--- src/rtl/mbist_march_ctrl.sv ---
// mbist_march_ctrl: March C- memory BIST controller.
// Runs M0 up w0; M1 up r0,w1; M2 up r1,w0; M3 down r0,w1; M4 down r1,w0; M5 up r0
// over a 2^ADDR_W deep, DATA_W wide single-port memory with one-cycle read latency.
// Optional first-fail log (fail_addr/fail_elem/fail_cnt): define MBIST_FAIL_LOG_EN.
module mbist_march_ctrl #(
   parameter int unsigned ADDR_W = 4,
   parameter int unsigned DATA_W = 8
) (
   input  logic              clk,
   input  logic              rst,
   input  logic              start,
   input  logic              pattern_sel,
   output logic [ADDR_W-1:0] mem_addr,
   output logic [DATA_W-1:0] mem_wdata,
   output logic              mem_we,
   output logic              mem_re,
   input  logic [DATA_W-1:0] mem_rdata,
   output logic              busy,
   output logic              done,
   output logic              fail,
   output logic [ADDR_W-1:0] fail_addr,
   output logic [2:0]        fail_elem,
   output logic [7:0]        fail_cnt
);

   localparam int unsigned       HALF_W    = DATA_W / 2;
   localparam logic [ADDR_W-1:0] ADDR_LAST = '1;

   // Element states are encoded 0..5 so the element index is the state code.
   typedef enum logic [2:0] {
      S_M0   = 3'd0,
      S_M1   = 3'd1,
      S_M2   = 3'd2,
      S_M3   = 3'd3,
      S_M4   = 3'd4,
      S_M5   = 3'd5,
      S_IDLE = 3'd6,
      S_DONE = 3'd7
   } state_t;

   typedef enum logic {
      PH_R = 1'b0,
      PH_W = 1'b1
   } phase_t;

   state_t              state_q, state_d;
   phase_t              phase_q, phase_d;
   logic [ADDR_W-1:0]   addr_q, addr_d;
   logic                pat_q, pat_d;
   logic                busy_q, busy_d;
   logic                done_q, done_d;
   logic                fail_q, fail_d;
   logic                we_q, we_d;
   logic                re_q, re_d;
   logic [DATA_W-1:0]   wdata_q, wdata_d;
   logic                accept_c;
   logic                cmp_c;
   logic                last_c;
   logic                miss_c;
   logic [DATA_W-1:0]   exp_c;

   // Background word: solid (all 0/1) or checkerboard alternating with address parity.
   function automatic logic [DATA_W-1:0] bg_word(input logic pat,
                                                 input logic [ADDR_W-1:0] a,
                                                 input logic v);
      logic [DATA_W-1:0] w;
      if (pat) begin
         w = a[0] ? {HALF_W{2'b10}} : {HALF_W{2'b01}};
      end else begin
         w = '0;
      end
      return v ? ~w : w;
   endfunction

   // Read/write elements (two cycles per address).
   function automatic logic is_rw(input state_t s);
      return (s == S_M1) || (s == S_M2) || (s == S_M3) || (s == S_M4) || (s == S_M5);
   endfunction

   // Elements that walk the address space downwards.
   function automatic logic elem_down(input state_t s);
      return (s == S_M3) || (s == S_M4);
   endfunction

   // Value each element expects to read back.
   function automatic logic rd_val(input state_t s);
      return (s == S_M2) || (s == S_M4);
   endfunction

   // Value each element writes.
   function automatic logic wr_val(input state_t s);
      return (s == S_M1) || (s == S_M3);
   endfunction

   // Element sequencing.
   function automatic state_t next_elem(input state_t s);
      state_t n;
      case (s)
         S_M0:    n = S_M1;
         S_M1:    n = S_M2;
         S_M2:    n = S_M3;
         S_M3:    n = S_M4;
         S_M4:    n = S_M5;
         S_M5:    n = S_DONE;
         default: n = S_IDLE;
      endcase
      return n;
   endfunction

   // Next-state, address walk and registered-output next values.
   always_comb begin
      state_d  = state_q;
      phase_d  = phase_q;
      addr_d   = addr_q;
      pat_d    = pat_q;
      accept_c = 1'b0;
      cmp_c    = 1'b0;
      last_c   = elem_down(state_q) ? (addr_q == '0) : (addr_q == ADDR_LAST);

      case (state_q)
         S_IDLE, S_DONE: begin
            if (start) begin
               state_d  = S_M0;
               phase_d  = PH_R;
               addr_d   = '0;
               pat_d    = pattern_sel;
               accept_c = 1'b1;
            end
         end
         S_M0: begin
            if (last_c) begin
               state_d = next_elem(state_q);
               addr_d  = '0;
            end else begin
               addr_d = addr_q + ADDR_W'(1);
            end
         end
         default: begin
            if (phase_q == PH_R) begin
               phase_d = PH_W;
            end else begin
               phase_d = PH_R;
               cmp_c   = 1'b1;
               if (last_c) begin
                  state_d = next_elem(state_q);
                  addr_d  = elem_down(state_d) ? ADDR_LAST : '0;
               end else if (elem_down(state_q)) begin
                  addr_d = addr_q - ADDR_W'(1);
               end else begin
                  addr_d = addr_q + ADDR_W'(1);
               end
            end
         end
      endcase

      exp_c  = bg_word(pat_q, addr_q, rd_val(state_q));
      miss_c = cmp_c && (mem_rdata != exp_c);

      busy_d  = (state_d != S_IDLE) && (state_d != S_DONE);
      done_d  = (state_d == S_DONE);
      we_d    = (state_d == S_M0) ||
                (is_rw(state_d) && (state_d != S_M5) && (phase_d == PH_W));
      re_d    = is_rw(state_d) && (phase_d == PH_R);
      wdata_d = (busy_d && (state_d != S_M5)) ? bg_word(pat_d, addr_d, wr_val(state_d)) : '0;
      fail_d  = accept_c ? 1'b0 : (fail_q | miss_c);
   end

   // State, address and output registers.
   always_ff @(posedge clk) begin
      if (rst) begin
         state_q <= S_IDLE;
         phase_q <= PH_R;
         addr_q  <= '0;
         pat_q   <= 1'b0;
         busy_q  <= 1'b0;
         done_q  <= 1'b0;
         fail_q  <= 1'b0;
         we_q    <= 1'b0;
         re_q    <= 1'b0;
         wdata_q <= '0;
      end else begin
         state_q <= state_d;
         phase_q <= phase_d;
         addr_q  <= addr_d;
         pat_q   <= pat_d;
         busy_q  <= busy_d;
         done_q  <= done_d;
         fail_q  <= fail_d;
         we_q    <= we_d;
         re_q    <= re_d;
         wdata_q <= wdata_d;
      end
   end

   assign mem_addr  = addr_q;
   assign mem_wdata = wdata_q;
   assign mem_we    = we_q;
   assign mem_re    = re_q;
   assign busy      = busy_q;
   assign done      = done_q;
   assign fail      = fail_q;

`ifdef MBIST_FAIL_LOG_EN
   logic [ADDR_W-1:0] fail_addr_q, fail_addr_d;
   logic [2:0]        fail_elem_q, fail_elem_d;
   logic [7:0]        fail_cnt_q, fail_cnt_d;

   // First-fail capture and saturating miscompare count.
   always_comb begin
      fail_addr_d = fail_addr_q;
      fail_elem_d = fail_elem_q;
      fail_cnt_d  = fail_cnt_q;
      if (accept_c) begin
         fail_addr_d = '0;
         fail_elem_d = '0;
         fail_cnt_d  = '0;
      end else if (miss_c) begin
         if (!fail_q) begin
            fail_addr_d = addr_q;
            fail_elem_d = 3'(state_q);
         end
         if (fail_cnt_q != 8'hFF) begin
            fail_cnt_d = fail_cnt_q + 8'd1;
         end
      end
   end

   // Fail log registers.
   always_ff @(posedge clk) begin
      if (rst) begin
         fail_addr_q <= '0;
         fail_elem_q <= '0;
         fail_cnt_q  <= '0;
      end else begin
         fail_addr_q <= fail_addr_d;
         fail_elem_q <= fail_elem_d;
         fail_cnt_q  <= fail_cnt_d;
      end
   end

   assign fail_addr = fail_addr_q;
   assign fail_elem = fail_elem_q;
   assign fail_cnt  = fail_cnt_q;
`else
   assign fail_addr = '0;
   assign fail_elem = '0;
   assign fail_cnt  = '0;
`endif

endmodule
--- config.mk ---
export PLATFORM = sky130hd
export DESIGN_NAME = mbist_march_ctrl
export DESIGN_NICKNAME = d
export VERILOG_FILES = /design/src/rtl/mbist_march_ctrl.sv
export SDC_FILE = /design/constraint.sdc
export NUM_CORES = 1
export LEC_CHECK = 0
export BUFFER_PORTS_ARGS = -buffer_cell sky130_fd_sc_hd__buf_4
export CORE_UTILIZATION = 45
export DETAILED_ROUTE_END_ITERATION = 7
export PLACE_DENSITY = 0.77
export SYNTH_ARGS = -nofsm -noshare
export SYNTH_HDL_FRONTEND = slang
export SYNTH_SLANG_ARGS = --single-unit
--- constraint.sdc ---
create_clock -name clk -period 2.18 [get_ports clk]
set_clock_uncertainty 0.15 [all_clocks]
set_input_delay 0.218 -clock clk [delete_from_list [all_inputs] [get_ports clk]]
set_output_delay 0.218 -clock clk [all_outputs]
set_load 0.02 [all_outputs]
==> out/metrics.cfg, run 1 <==
[power]
ir_drop_uv = 470
cellInternalPower_mw = 0.558
p_seq_frac = 0.399
p_clk_frac = 0.230
power_frac_comb = 0.371
p_sw_frac = 0.368
p_switching_mw = 0.325
cellPowerDensity_nw_per_um2 = 579
power_mw = 0.883
leakage_nw = 0.671

[floorplan]
fp.dieH_um = 56.6
core_um2 = 2780
die-area_um2 = 3200
rows = 19
die_x_um = 56.6
start_util = 0.482
ios = 44

[yosys]
synth.distinct_cells = 49
postSynthAreaPerCell_um2 = 7.98
ys_ff_latch = 16
synthCells = 168
async_reset_ff_frac = 0
ys_seq_area_frac = 0.239
synth_edf_count = 0
yosys_warnings = 0
netlist_area_um2 = 1340
ys.flop_type = dfxtp_1

[global_routing]
antenna_found_initial = 0
grt_overflow = 0
grt_pass1_vias = 1148
grt_pass1_wl_um = 5130
grt_max_degree = 14
grt.total_usage = 0.205

[cells_and_area]
final_cell_mix = buf_4, conb_1, dfxtp_1, a21oi_1, nand2_1
diodes = 0
drive_above_1_share = 0.277
nets = 203
fin_cells = 219
final_util = 0.548
syn2layout_area_growth_pct = 13.8
final_common_cell = buf_4

[cts]
cts_buffers = 3
root_buffer = clkbuf_4
postCtsSetupRepairBufs = 0
cts_tree = yes
cts_sinks = 16
clkLatencyLatePin_ns = 0.29
htree_levels = 1
clk_pin_slew_ns = 0.10
cts_buffer_depth = 2
postCtsHoldBufs = 0

[critical_path]
critical_path_required_ns = 2.25
cp_cell_sequence = inv_1 -> ha_2 -> or3b_4 -> a41oi_2 -> nand3_1 -> a2bb2oi_1 -> mux2i_1
cp_top_family = simple AND/OR/NAND/NOR gates
worstSetupEndpointType = flop
path_depth = 7
reg2reg_to = mem_wdata[5]
critical_path_class = flop to flop
setup.worst_path.end = mem_wdata[5]
cp.arrival_ns = 2.23
ff2ff_setup_slack_ns = 0.03
cpPeakStageDelay_ns = 0.42
slowest_stage = or3b_4
crit_start = mem_addr[0]
cp_num_buf_inv = 1
r2r_cells = 7
r2r_start = mem_addr[0]
worst_setup_path_start_kind = flop
critPathMaxFanout = 7

[placement]
place.gp.congestion = 0.980
portBuffers = 28
placed_cells = 215
dp_hpwl_um = 2520

[drt]
drt_first_pass_iters = 4
viasPerCell = 6.00
wl_per_cell_um = 15.1
drc = 0
drt_iter0_drc = 86
antenna_left = 0
wl_um = 3310
via_count = 1313

[timing]
fin_crit_sh = 0.987
setup_viol = 0
clock.fmax_mhz = 465
drv_slew = 0
tightestPinTransition_ns = 0.577
tns_ns = 0
finalCriticalPeriod_ns = 2.15
maxSlewHeadroom = 0.614
hold_violations = 0
rsz0062_at_grt = true

[status]
status = complete, no violations

[worst_hold_path]
holdCritPathClass = input pin to flop

[run]
drv_cap = 0

[timing repair]
item | 4_1_cts | 5_1_grt
hold endpoints to repair | 0 | 0
gates resized for setup | 0 | 5
endpoints found under the setup margin | 0 | 5
[layer usage]
metal / GRT usage / share of wire / up-vias
met3: 0.0438 / 0.089 / 2
met1: 0.265 / 0.41 / 608
met5: 0 / 0 / -
met2: 0.339 / 0.50 / 71
li1: - / - / 632
met4: 0.0627 / 0.0048 / 0
[worst reg2reg max path, delay by kind of cell (launching register included)]
family	cells	cell delay, ns
compound gates	2	0.46
fa+ha+maj	1	0.23
buf+inv	1	0.12
flops	1	0.36
mux	1	0.21
simple gates	2	0.57
[state kept, by name, indices dropped and copies added, names as in the netlist]
signal / flops
busy: 1
done: 1
fail: 1
mem_addr: 4
mem_re: 1
mem_wdata: 2
mem_we: 1
pat_q: 1
phase_q: 1
state_q: 3
[cells in the mapped netlist, drive strengths merged (3+ instances only)]
master	number	share of area
buf	28	0.15
dfxtp	16	0.24
a21oi	11	0.041
nand2	10	0.028
nor2	8	0.022
and3	7	0.036
nand3	7	0.026
inv	5	0.014
o22ai	5	0.023
clkbuf	4	0.011
mux2i	4	0.030
nand2b	4	0.019
nand4	4	0.019
nor4	4	0.019
o211ai	4	0.022
o21ai	4	0.015
a211oi	3	0.017
a41oi	3	0.025
nor3b	3	0.021
or3	3	0.018
[cell families after synthesis]
| family | synth area share |
|---|---|
| and+or+nand+nor | 0.267 |
| AOI/OAI and AO/OA | 0.254 |
| buffers and inverters | 0.176 |
| DFF | 0.239 |
| muxes | 0.0299 |
| adders and majority gates | 0.0187 |
| xor gates and xnor gates | 0.0131 |
| other | 0.00280 |
[power groups by stage]
| stage | clock [mW] | sequential (mW) | combinational (mW) |
|---|---|---|---|
| detailed placement | 0 | 0.358 | 0.314 |
| floorplan | 0 | 0.352 | 0.254 |
| global placement | 0 | 0.356 | 0.307 |
| CTS | 0.205 | 0.350 | 0.317 |
| finish | 0.203 | 0.352 | 0.328 |
| global route | 0.214 | 0.357 | 0.353 |
[through the flow]
step | area (um2) | setup slack (ns) | hold WS [ns]
3_3_place_gp | 1470 | 0.148 | 0.338
2_1_floorplan | 1400 | 0.0528 | 0.284
6_report | 1530 | 0.0285 | 0.0251
3_5_place_dp | 1470 | 0.0419 | 0.336
4_1_cts | 1510 | 0.0261 | 0.0199
5_1_grt | 1530 | -0.0142 | 0.0319
[worst min path at each step]
stage                startpoint          end  slack (ns)  cells past startpoint
global placement            rst      phase_q        0.34                      2
floorplan           pattern_sel        pat_q        0.28                      2
CTS                         rst      phase_q        0.02                      2
detailed placement          rst  mem_addr[1]        0.34                      2
finish                      rst      phase_q        0.03                      2
global route                rst      phase_q        0.03                      2
[layout make-up]
| cell class | instances | area [um2] |
|---|---|---|
| repair buffers | 34 | 255 |
| well taps | 31 | 38.8 |
| fillers | 273 | 1260 |
| clock buffers | 4 | 36.3 |
| flip-flops and latches | 16 | 323 |
| inverters | 5 | 18.8 |
| multi-input cells | 129 | 853 |
Note: power is estimated with default switching activity, not from simulation.
==> inputs of run 2 (changes only) <==
--- a/config.mk
+++ b/config.mk
@@ -6,6 +6,7 @@
 export NUM_CORES = 1
 export LEC_CHECK = 0
 export BUFFER_PORTS_ARGS = -buffer_cell sky130_fd_sc_hd__buf_4
+export CORE_MARGIN = 10
 export CORE_UTILIZATION = 45
 export DETAILED_ROUTE_END_ITERATION = 7
 export PLACE_DENSITY = 0.77
==> constraint.sdc (replaced) <==
create_clock -name clk -period 2.18 [get_ports clk]
set_clock_uncertainty 0.15 [all_clocks]
set_input_delay 0.109 -clock clk [delete_from_list [all_inputs] [get_ports clk]]
set_output_delay 0.109 -clock clk [all_outputs]
set_load 0.02 [all_outputs]
==> run 2 against run 1 <==
- die area is 74% higher
- worst hold slack worse by 0.022 ns
- critical endpoint is now mem_wdata[6]
- combinational power is 8.2% higher
- sequential share of layout area is 0.80 points lower
- clock power is 22% lower
- design area is 3.9% higher
- first-iteration DRC count grew to 2.8 times the previous value
- power is 2.3% lower
- highest routed layer unchanged
- register-to-register slack better by 0.07 ns
- utilization is 1.7 points higher
- global-route usage is 7.6 points lower
==> out/metrics.cfg, run 2 (synthesis results as in run 1) <==
[floorplan]
core_um2 = 2810
start_util = 0.478
ios = 44
die-area_um2 = 5560
die_x_um = 74.6
fp.dieH_um = 74.6
rows = 19

[run]
drv_cap = 0

[power]
leakage_nw = 0.703
cellPowerDensity_nw_per_um2 = 544
ir_drop_uv = 352
power_mw = 0.862

[critical_path]
cp_cell_sequence = inv_1 -> ha_2 -> or3b_4 -> mux2i_2 -> a2111oi_2 -> a41oi_1 -> mux2i_1
critical_path_required_ns = 2.26
worstSetupEndpointType = flop
cp.arrival_ns = 2.16
cpPeakStageDelay_ns = 0.43
slowest_stage = or3b_4
critical_path_class = flop to flop
worst_setup_path_start_kind = flop
ff2ff_setup_slack_ns = 0.1
critPathMaxFanout = 6

[cells_and_area]
syn2layout_area_growth_pct = 18.3
nets = 209
drive_above_1_share = 0.301
diodes = 0
final_cell_mix = buf_4, conb_1, dfxtp_1, a21oi_1, nand2_1
final_util = 0.565
final_cell_area_um2 = 1590
fin_cells = 224
fill_cells = 269
largest_register_ffs = 4
final_common_cell = buf_4

[cts]
cts_sinks = 16
cts_buffer_depth = 2
postCtsSetupRepairBufs = 0
cts_tree = yes
htree_levels = 1
clk_pin_slew_ns = 0.09
cts_buffers = 3
clkLatencyLatePin_ns = 0.29
root_buffer = clkbuf_4

[timing]
tightestPinTransition_ns = 0.572
rsz0062_at_grt = true
maxSlewHeadroom = 0.617
hold_violations = 0
setup_viol = 0
drv_slew = 0
tns_ns = 0
setup_slack_ns = 0.0955
clock.fmax_mhz = 480
fin_crit_sh = 0.956
finalCriticalPeriod_ns = 2.08
hold_slack_ns = 0.00336

[global_routing]
grt_pass1_vias = 1197
grt_pass1_wl_um = 5760
grt.total_usage = 0.129
antenna_found_initial = 0
grt_overflow = 0
grt_max_degree = 18

[placement]
place.gp.congestion = 0.904
placed_cells = 220
dpl-instance-area_um2 = 1510
dp_hpwl_um = 2860
place_ws_ns = 0.0320
portBuffers = 28

[drt]
antenna_left = 0
wl_um = 3680
via_count = 1317
drt_first_pass_iters = 5
wl_per_cell_um = 16.4
drt_iter0_drc = 237
drc = 0
viasPerCell = 5.88

[worst_hold_path]
holdCritPathClass = input pin to flop

[status]
status = complete, no violations

run 2: worst paths after layout:
path                from           end  cells past startpoint
min          pattern_sel         pat_q                      3
min reg2reg         fail          fail                      1
max          mem_addr[1]  mem_wdata[6]                      7
max reg2reg  mem_addr[1]  mem_wdata[6]                      7
run 2: per-layer routing:
layer  global-route usage  routed length [um]  share of wire
met2                0.209                1790           0.49
met5                    0                   0              0
met1                0.162                1520           0.41
met4               0.0357                  58          0.016
met3               0.0399                 313          0.085
run 2: worst max-delay path: cells and delay by family (launching register included):
kind,cells,cell delay [ns]
compound gates,2,0.34
mux,2,0.41
buf+inv,1,0.10
simple gates,1,0.43
fa+ha+maj,1,0.21
flops,1,0.38
run 2: final cells by class:
| type | count | area (um2) | area share |
|---|---|---|---|
| multi-input cells | 129 | 880 | 0.555 |
| clock buffers | 3 | 22.5 | 0.0142 |
| flip-flops and latches | 16 | 323 | 0.204 |
| inverters | 5 | 18.8 | 0.0118 |
| well taps | 31 | 38.8 | 0.0245 |
| repair buffers | 40 | 303 | 0.191 |
run 2: timing repair:
item,in CTS,in global routing
hold buffers,1,0
hold endpoints to repair,7,0
resized for setup,0,8
endpoints found under the setup margin,0,4
run 2: where the power goes:
group          leakage [nW]  switching (mW)  total [mW]  internal (mW)
clock network        0.0138          0.0936       0.158         0.0643
logic                 0.558           0.201       0.355          0.154
registers             0.131          0.0326       0.349          0.316
total                 0.703           0.328       0.862          0.534
==> inputs of run 3 (changes only) <==
--- a/config.mk
+++ b/config.mk
@@ -10,6 +10,7 @@
 export CORE_UTILIZATION = 45
 export DETAILED_ROUTE_END_ITERATION = 7
 export PLACE_DENSITY = 0.77
+export RECOVER_POWER = 50
 export SYNTH_ARGS = -nofsm -noshare
 export SYNTH_HDL_FRONTEND = slang
 export SYNTH_SLANG_ARGS = --single-unit
==> run 3 against run 2 <==
- combinational power down 4%
- power down 1.7%
- sequential share of layout area rose by 0.70 points
- non-clock buffer count is the same
- cell count unchanged
- largest power group is now sequential cells
==> out/metrics.cfg, run 3 (synthesis results as in run 1) <==
[critical_path]
cp_cell_sequence = inv_1 -> ha_2 -> or3b_4 -> mux2i_2 -> a2111oi_2 -> a41oi_1 -> mux2i_1
worstSetupEndpointType = flop
worst_setup_path_start_kind = flop
r2r_start = mem_addr[1]
critical_path_class = flop to flop
cpPeakStageDelay_ns = 0.43
critPathMaxFanout = 6
cp.arrival_ns = 2.15
critical_path_required_ns = 2.26
crit_start = mem_addr[1]
slowest_stage = or3b_4

[timing]
tns_ns = 0
maxSlewHeadroom = 0.610
clock.fmax_mhz = 483
drv_slew = 0
fin_crit_sh = 0.950
hold_violations = 0
tightestPinTransition_ns = 0.582
hold_slack_ns = 0.00458
finalCriticalPeriod_ns = 2.07
rsz0062_at_grt = true
setup_viol = 0

[run]
drv_cap = 0

[placement]
portBuffers = 28
place.gp.congestion = 0.904
dp_hpwl_um = 2860

[global_routing]
grt_pass1_wl_um = 5760
grt.total_usage = 0.129
grt_pass1_vias = 1197
antenna_found_initial = 0
grt_max_degree = 18
grt_overflow = 0

[cts]
cts_buffer_depth = 2
htree_levels = 1
cts_tree = yes
cts_sinks = 16
postCtsSetupRepairBufs = 0
root_buffer = clkbuf_4
clkLatencyLatePin_ns = 0.29
clk_pin_slew_ns = 0.09
cts_buffers = 3

[drt]
drc = 0
via_count = 1310
drt_first_pass_iters = 5
wl_um = 3720
viasPerCell = 5.85
antenna_left = 0
wl_per_cell_um = 16.6
drt_iter0_drc = 253

[power]
p_switching_mw = 0.329
cellPowerDensity_nw_per_um2 = 553
p_sw_frac = 0.388
p_clk_frac = 0.186
power_frac_comb = 0.402
cellInternalPower_mw = 0.519
ir_drop_uv = 350
leakage_nw = 0.645
p_seq_frac = 0.411

[floorplan]
ios = 44
fp.dieH_um = 74.6
core_um2 = 2810
die_x_um = 74.6
start_util = 0.478
rows = 19
die-area_um2 = 5560

[cells_and_area]
final_common_cell = buf_4
diodes = 0
nets = 209
final_cell_mix = buf_4, conb_1, dfxtp_1, clkbuf_1, a21oi_1
syn2layout_area_growth_pct = 14.4
drive_above_1_share = 0.228
largest_register_ffs = 4

[worst_hold_path]
holdCritPathClass = input pin to flop
worstHoldStart = pattern_sel

[status]
status = complete, no violations

[run 3: changes by cell type in the layout (fill, tap and decap cells not counted)]
cell      previous run  this run
clkbuf_1             0        14
buf_4               39        25
[run 3: area by class of cell]
| class | count | area, um2 |
|---|---|---|
| Inverter | 5 | 18.8 |
| Tap cell | 31 | 38.8 |
| Sequential cell | 16 | 323 |
| Fill cell | 279 | 1270 |
| Clock buffer | 3 | 22.5 |
| Multi-Input combinational cell | 129 | 880 |
| Timing Repair Buffer | 40 | 250 |
[run 3: per-stage QoR]
step	power (mW)	cell area, um2	cells	setup slack (ns)	util
2_1_floorplan	0.606	1400	182	0.0528	-
3_3_place_gp	0.679	1510	220	0.0355	0.538
3_5_place_dp	0.686	1510	220	0.0320	0.538
4_1_cts	0.845	1540	224	0.0115	0.550
5_1_grt	0.898	1530	224	-0.0120	0.546
6_report	0.848	1530	224	0.108	0.546
[run 3: path summary, 6_finish.rpt]
kind	to	slack (ns)	cells after the start
worst max-delay path	mem_wdata[6]	0.11	7
worst min-delay path	pat_q	0.005	3
worst max register to register	mem_wdata[6]	0.11	7
worst min register to register	fail	0.38	1
[run 3: metal layers]
layer	track usage	vias to the layer above	share of wire
met3	0.0399	12	0.084
met4	0.0357	0	0.017
li1	-	638	-
met2	0.209	66	0.48
met5	0	-	0
met1	0.162	594	0.42
[run 3: power groups by stage]
stage | sequential [mW] | combinational, mW | clock (mW)
final | 0.348 | 0.341 | 0.158
after global routing | 0.354 | 0.368 | 0.176
after CTS | 0.346 | 0.336 | 0.162
after detailed placement | 0.353 | 0.333 | 0
after global placement | 0.352 | 0.327 | 0
after floorplan | 0.352 | 0.254 | 0
[run 3: critical path: cells and delay by family (launching register included)]
kind                     cells  cell delay (ns)
AND/OR/NAND/NOR              1             0.43
multiplexers                 2             0.41
flip-flops                   1             0.38
AO/OA/AOI/OAI                2             0.33
adder cells (fa/ha/maj)      1             0.21
buffers and inverters        1             0.10
[run 3: repair_timing]
item / in CTS / in global routing
hold endpoints to repair: 7 / 0
endpoints found under the setup margin: 0 / 4
hold buffers: 1 / 0
resized for setup: 0 / 8
